**config.mk**
```make
export PLATFORM = sky130hd
export DESIGN_NAME = uart_rx_fsm
export DESIGN_NICKNAME = d
export VERILOG_FILES = /design/src/rtl/uart_rx_pkg.sv /design/src/rtl/uart_rx_edge_bit_cnt.sv /design/src/rtl/uart_rx_fsm.sv
export SDC_FILE = /design/constraint.sdc
export NUM_CORES = 1
export LEC_CHECK = 0
export CORE_MARGIN = 4
export CORE_UTILIZATION = 45
export CTS_CLUSTER_SIZE = 40
export DETAILED_ROUTE_END_ITERATION = 16
export PLACE_DENSITY = 0.75
export REMOVE_ABC_BUFFERS = 1
export SYNTH_ARGS = -nofsm -noshare
export SYNTH_HDL_FRONTEND = slang
export SYNTH_SLANG_ARGS = --single-unit
```
**constraint.sdc**
```tcl
create_clock -name clk -period 2.3 [get_ports clk]
set_clock_uncertainty 0.05 [all_clocks]
set_input_delay 0.46 -clock clk [delete_from_list [all_inputs] [get_ports clk]]
set_output_delay 0.46 -clock clk [all_outputs]
set_load 0.005 [all_outputs]
```
**src/rtl/uart_rx_pkg.sv**
```systemverilog
// uart_rx_pkg: shared state encoding and sizing constants
// for the UART receive controller.
package uart_rx_pkg;

  localparam int DATA_W    = 8;
  localparam int BIT_CNT_W = 4;

  typedef enum logic [2:0] {
    IDLE,
    START,
    DATA,
    PARITY,
    STOP,
    DONE
  } state_e;

endpackage

```
**src/rtl/uart_rx_edge_bit_cnt.sv**
```systemverilog
// uart_rx_edge_bit_cnt: oversampling edge counter with wrap at P-1
// and data-bit index counter for the UART receive controller.
module uart_rx_edge_bit_cnt
  import uart_rx_pkg::*;
#(
  parameter int PRESCALE_W = 6
) (
  input  logic                  clk,
  input  logic                  rst_n,
  input  logic                  en,
  input  logic [PRESCALE_W-1:0] wrap,
  input  logic                  bit_adv,
  input  logic                  bit_clr,
  output logic [PRESCALE_W-1:0] edge_cnt,
  output logic [BIT_CNT_W-1:0]  bit_cnt,
  output logic                  last_edge
);

  logic [PRESCALE_W-1:0] edge_q, edge_d;
  logic [BIT_CNT_W-1:0]  bit_q, bit_d;

  assign last_edge = (edge_q == wrap);
  assign edge_cnt  = edge_q;
  assign bit_cnt   = bit_q;

  // Edge count runs while enabled, wrapping at P-1; bit index
  // advances once per data bit and clears outside the data phase.
  always_comb begin
    edge_d = '0;
    if (en && !last_edge) begin
      edge_d = edge_q + PRESCALE_W'(1);
    end
    bit_d = bit_q;
    if (bit_clr) begin
      bit_d = '0;
    end else if (bit_adv) begin
      bit_d = bit_q + BIT_CNT_W'(1);
    end
  end

  // Counter registers.
  always_ff @(posedge clk or negedge rst_n) begin
    if (!rst_n) begin
      edge_q <= '0;
      bit_q  <= '0;
    end else begin
      edge_q <= edge_d;
      bit_q  <= bit_d;
    end
  end

endmodule

```
**src/rtl/uart_rx_fsm.sv**
```systemverilog
// uart_rx_fsm: UART receive sequencer (start/data/parity/stop/done).
// Parity support is built only when UART_RX_PARITY_EN is defined.
module uart_rx_fsm #(
  parameter int PRESCALE_W = 6,
  parameter int DATA_W     = uart_rx_pkg::DATA_W
) (
  input  logic                             clk,
  input  logic                             rst_n,
  input  logic                             rx_in,
  input  logic [PRESCALE_W-1:0]            prescale,
  input  logic                             par_en,
  input  logic                             strt_glitch,
  input  logic                             par_err,
  input  logic                             stop_err,
  output logic                             data_samp_en,
  output logic [PRESCALE_W-1:0]            edge_cnt,
  output logic [uart_rx_pkg::BIT_CNT_W-1:0] bit_cnt,
  output logic                             strt_chk_en,
  output logic                             deser_en,
  output logic                             par_chk_en,
  output logic                             stop_chk_en,
  output logic                             data_valid,
  output logic                             frame_err
);

  import uart_rx_pkg::*;

  localparam logic [BIT_CNT_W-1:0] LAST_BIT = BIT_CNT_W'(DATA_W - 1);

  state_e                state_q, state_d;
  logic [PRESCALE_W-1:0] p_q, p_d;
  logic                  serr_q, serr_d;
  logic                  perr_v;
`ifdef UART_RX_PARITY_EN
  logic                  perr_q, perr_d;
  logic                  par_en_q, par_en_d;
  logic                  par_chk_en_q, par_chk_en_d;
`else
  logic                  unused_par;
  assign unused_par = par_en ^ par_err;
`endif

  logic data_samp_en_q, data_samp_en_d;
  logic strt_chk_en_q, strt_chk_en_d;
  logic deser_en_q, deser_en_d;
  logic stop_chk_en_q, stop_chk_en_d;
  logic data_valid_q, data_valid_d;
  logic frame_err_q, frame_err_d;

  logic cnt_en, bit_adv, bit_clr, last_edge, at_pre, done_nxt;

  uart_rx_edge_bit_cnt #(
    .PRESCALE_W(PRESCALE_W)
  ) u_cnt (
    .clk      (clk),
    .rst_n    (rst_n),
    .en       (cnt_en),
    .wrap     (p_q - PRESCALE_W'(1)),
    .bit_adv  (bit_adv),
    .bit_clr  (bit_clr),
    .edge_cnt (edge_cnt),
    .bit_cnt  (bit_cnt),
    .last_edge(last_edge)
  );

  // Next-state, flag and registered-output decode. Strobes are set
  // one edge early so they sit on edge P-1, where the FSM decides.
  always_comb begin
    state_d = state_q;
    p_d     = p_q;
    serr_d  = serr_q;
    cnt_en  = 1'b0;
    bit_adv = 1'b0;
    bit_clr = 1'b1;
`ifdef UART_RX_PARITY_EN
    perr_d   = perr_q;
    par_en_d = par_en_q;
`endif
    unique case (state_q)
      IDLE, DONE: begin
        if (state_q == DONE) begin
          serr_d  = 1'b0;
`ifdef UART_RX_PARITY_EN
          perr_d  = 1'b0;
`endif
          state_d = IDLE;
        end
        if (!rx_in) begin
          state_d  = START;
          p_d      = prescale;
          cnt_en   = 1'b1;
`ifdef UART_RX_PARITY_EN
          par_en_d = par_en;
`endif
        end
      end
      START: begin
        cnt_en = 1'b1;
        if (last_edge) begin
          state_d = strt_glitch ? IDLE : DATA;
        end
      end
      DATA: begin
        cnt_en  = 1'b1;
        bit_clr = 1'b0;
        if (last_edge) begin
          if (bit_cnt == LAST_BIT) begin
            bit_clr = 1'b1;
`ifdef UART_RX_PARITY_EN
            state_d = par_en_q ? PARITY : STOP;
`else
            state_d = STOP;
`endif
          end else begin
            bit_adv = 1'b1;
          end
        end
      end
      PARITY: begin
`ifdef UART_RX_PARITY_EN
        cnt_en = 1'b1;
        if (last_edge) begin
          perr_d  = par_err;
          state_d = STOP;
        end
`else
        state_d = IDLE;
`endif
      end
      STOP: begin
        cnt_en = 1'b1;
        if (last_edge) begin
          serr_d  = stop_err;
          state_d = DONE;
        end
      end
      default: state_d = IDLE;
    endcase

`ifdef UART_RX_PARITY_EN
    perr_v = perr_d;
`else
    perr_v = 1'b0;
`endif
    at_pre         = (edge_cnt == p_q - PRESCALE_W'(2));
    strt_chk_en_d  = (state_q == START) && at_pre;
    deser_en_d     = (state_q == DATA) && at_pre;
    stop_chk_en_d  = (state_q == STOP) && at_pre;
`ifdef UART_RX_PARITY_EN
    par_chk_en_d   = (state_q == PARITY) && at_pre;
`endif
    data_samp_en_d = (state_d == START) || (state_d == DATA) ||
                     (state_d == PARITY) || (state_d == STOP);
    done_nxt       = (state_d == DONE);
    data_valid_d   = done_nxt && !perr_v && !serr_d;
    frame_err_d    = done_nxt && (perr_v || serr_d);
  end

  // State, latched frame settings, error flags and outputs.
  always_ff @(posedge clk or negedge rst_n) begin
    if (!rst_n) begin
      state_q        <= IDLE;
      p_q            <= '0;
      serr_q         <= 1'b0;
`ifdef UART_RX_PARITY_EN
      perr_q         <= 1'b0;
      par_en_q       <= 1'b0;
      par_chk_en_q   <= 1'b0;
`endif
      data_samp_en_q <= 1'b0;
      strt_chk_en_q  <= 1'b0;
      deser_en_q     <= 1'b0;
      stop_chk_en_q  <= 1'b0;
      data_valid_q   <= 1'b0;
      frame_err_q    <= 1'b0;
    end else begin
      state_q        <= state_d;
      p_q            <= p_d;
      serr_q         <= serr_d;
`ifdef UART_RX_PARITY_EN
      perr_q         <= perr_d;
      par_en_q       <= par_en_d;
      par_chk_en_q   <= par_chk_en_d;
`endif
      data_samp_en_q <= data_samp_en_d;
      strt_chk_en_q  <= strt_chk_en_d;
      deser_en_q     <= deser_en_d;
      stop_chk_en_q  <= stop_chk_en_d;
      data_valid_q   <= data_valid_d;
      frame_err_q    <= frame_err_d;
    end
  end

  assign data_samp_en = data_samp_en_q;
  assign strt_chk_en  = strt_chk_en_q;
  assign deser_en     = deser_en_q;
  assign stop_chk_en  = stop_chk_en_q;
  assign data_valid   = data_valid_q;
  assign frame_err    = frame_err_q;
`ifdef UART_RX_PARITY_EN
  assign par_chk_en   = par_chk_en_q;
`else
  assign par_chk_en   = 1'b0;
`endif

endmodule
```
==> impl_metrics.tcl <==
set metrics [dict create \
    outcome "finished, final reports clean" \
    syn2layout_area_growth_pct 30.96 \
    global_route.overflow_total 0 \
    dr_total_vias 1058 \
    gp_congestion 0.7669 \
    timing.rr.start "p_q[1]$_DFFE_PN0P_" \
    avgRoutedWirePerCell_um 15.38 \
    synth_seq_cells 25 \
    synthesis.yosys.warnings 0 \
    wirelength_um 3060 \
    power.static_leakage_nw 0.7857 \
    cts-htree-levels 1 \
    track_usage_pct 15.92 \
    via_per_inst 5.317 \
    ff2ff_path_depth 10 \
    clkSinkCount 25 \
    ys.flop_type "dfrtp_1" \
    final_period_utilization_pct 96.14 \
    post_synth_most_frequent_cells "25 x dfrtp_1, 14 x nor2_1, 10 x nand2_1, 10 x xnor2_1, 9 x xor2_1" \
    cts-root-buf "clkbuf_4" \
    synth_area_leaders "dfrtp_1 45%, xnor2_1 6.3%, xor2_1 5.7%" \
    antenna_left 0 \
    fin_nets 187 \
    synth.most_common_cell "dfrtp_1" \
    worst-r2r-setup-slack_ns 0.09 \
    timing.final.setup_violations 0 \
    dieHeight_um 63.58 \
    rr_endpoint "u_cnt.bit_cnt[1]$_DFFE_PN0P_" \
    post_synth_instance_area_um2 1390 \
    yosysTopAreaCell "dfrtp_1" \
    timing.setup.critical_path_class "reg2reg" \
    synth-async-reset-ratio_pct 100.0 \
    grt_pass1_vias 1115 \
    tritoncts "done" \
    count_of_unresolved_drc_violations_after_routing 0 \
    clock_slew_at_reported_path_ffs_ns 0.15 \
    worst-endpoint-arrival_ns 2.42 \
    distinct_cell_type_count_of_the_synthesized_netlist 39 \
    post-synth-top-area-fraction_pct 45.00 \
    critPathCaptureType "register" \
    syn_inst 132 \
    utilization_pct 63.82 \
    detailed_place_hpwl_um 2275 \
    hp-class "in2async" \
    n_antenna_cell 0 \
    initial_utilization_pct 48.73 \
    synthesis.area_per_instance_um2 10.53 \
    hold_buffers 0 \
    timing.final.hold_violations 0 \
    drtIter0Drc 29 \
    final_layout_size_suffix_gt1_share_pct 25.60 \
    critPathLaunchType "register" \
    die-area_um2 4042 \
    setup_repair_after_global_routing_missed_its_margin "no" \
    drt_first_pass_iters 4 \
    max-vdd-ir-drop_v 0.0004006 \
    boundaryPins 30 \
    port_buffers 26 \
    std_cell_rows 19 \
    synth.yosys.seq_area_share_pct 45.00 \
    cts_made_buffers 3 \
    layout_min_cycle_time_ns 2.211 \
    max-cap-violations 0 \
    synth_enable_flop_cells 0 \
    core_um2 2853 \
    clock_tree.buffer_depth 2 \
    finalMaxSlewViolations 0 \
    clk-insertion-delay-late_ns 0.33 \
    grt_start_max_net_pins 26 \
    powerDensity_nw_per_um2 1162 \
    floorplan.die.width_um 63.58 \
    finalSetupTns_ns 0 \
    critical_path_peak_fanout 9 \
    number_of_antenna_violations_at_the_first_check_in_global_routing 0 \
    first_pass_grt_wire_length_um 5119 \
    required_ns 2.51 \
    maxClockFrequency_mhz 452.3 \
]
cell families after synthesis:
family	count (synthesis)	synth area share, %
compound gates	15	8.101
simple gates	48	18.54
flops	25	45.00
fa+ha+maj	5	4.500
other cells	1	0.2698
mux	7	5.940
buf+inv	11	4.500
xor+xnor	20	13.14
registers in the layout, summed over array words and instances, names as in the netlist:
register / count
deser_en: 1
u_cnt.edge_cnt: 6
p_q: 6
stop_chk_en: 1
state_q: 3
u_cnt.bit_cnt: 4
frame_err: 1
strt_chk_en: 1
data_samp_en: 1
data_valid: 1
metrics by stage:
stage	std cells	power (mW)	setup WS, ns	area [um2]	hold slack (ns)
floorplan	125	1.404	0.07638	1343	0.1144
global route	199	2.267	0.01229	1821	0.4487
CTS	196	1.985	0.007513	1754	0.4322
finish	199	2.115	0.08887	1821	0.4192
global placement	192	1.721	0.07952	1717	0.4619
detailed placement	192	1.770	0.03347	1717	0.4785
area by class of cell:
type                            instances  area [um2]
Multi-Input combinational cell         96       753.2
Fill cell                             233        1032
Clock inverter                          1       7.507
Tap cell                               31       38.79
Clock buffer                            3       22.52
Timing Repair Buffer                   39       357.8
Inverter                                4       15.01
Sequential cell                        25       625.6
worst max-delay path: stages, from the launching register on:
cell and delay [ns]:
dfrtp_1 0.39, inv_2 0.07, buf_4 0.13, ha_1 0.20
a21boi_1 0.15, xnor2_1 0.12, nor3_4 0.19, nand3_4 0.14
buf_4 0.20, or3b_1 0.35, a21oi_1 0.14
power breakdown:
part / leakage, nW / internal [mW] / total [mW] / switching (mW)
registers: 0.324 / 0.549 / 0.695 / 0.147
logic: 0.448 / 0.649 / 1.21 / 0.565
clock network: 0.0139 / 0.0667 / 0.206 / 0.139
per-layer routing:
layer	track usage (%)	up-vias	wire (um)
met5	0	-	0
met4	5.660	0	45
met3	3.020	5	100
met2	27.77	20	1597
met1	19.42	518	1317
li1	-	515	-
worst max-delay path by stage:
stage                       start                      endpoint  slack, ns  cells past startpoint
2_1_floorplan  p_q[2]$_DFFE_PN0P_  u_cnt.bit_cnt[3]$_DFFE_PN0P_       0.08                      8
3_3_place_gp   p_q[1]$_DFFE_PN0P_  u_cnt.bit_cnt[1]$_DFFE_PN0P_       0.08                      9
3_5_place_dp   p_q[1]$_DFFE_PN0P_  u_cnt.bit_cnt[1]$_DFFE_PN0P_       0.03                      9
4_1_cts        p_q[1]$_DFFE_PN0P_  u_cnt.bit_cnt[1]$_DFFE_PN0P_      0.008                     10
5_1_grt        p_q[1]$_DFFE_PN0P_  u_cnt.bit_cnt[1]$_DFFE_PN0P_       0.01                     10
6_report       p_q[1]$_DFFE_PN0P_  u_cnt.bit_cnt[1]$_DFFE_PN0P_       0.09                     10
placed cells by master, fill, tap and decap left out, types with 2 or more instances in the layout:
master and n:
ha_1 3, nor3_1 3, inv_1 3, or3_1 2
nor2_1 14, xnor2_1 10, xor2_1 8, nand3_1 4
nand2_1 10, mux2_2 6, clkdlybuf4s50_1 26, clkbuf_4 3
buf_4 13, nand4_1 2, dfrtp_1 25, a21oi_1 4
or2_2 3, nor3_2 2
what timing repair did:
item	4_1_cts	5_1_grt
pin swaps	0	3
gates cloned	0	0
resized for setup	1	10
endpoints found under the setup margin	3	4
buffers inserted	0	3
Power figures use the tool's default switching activity.
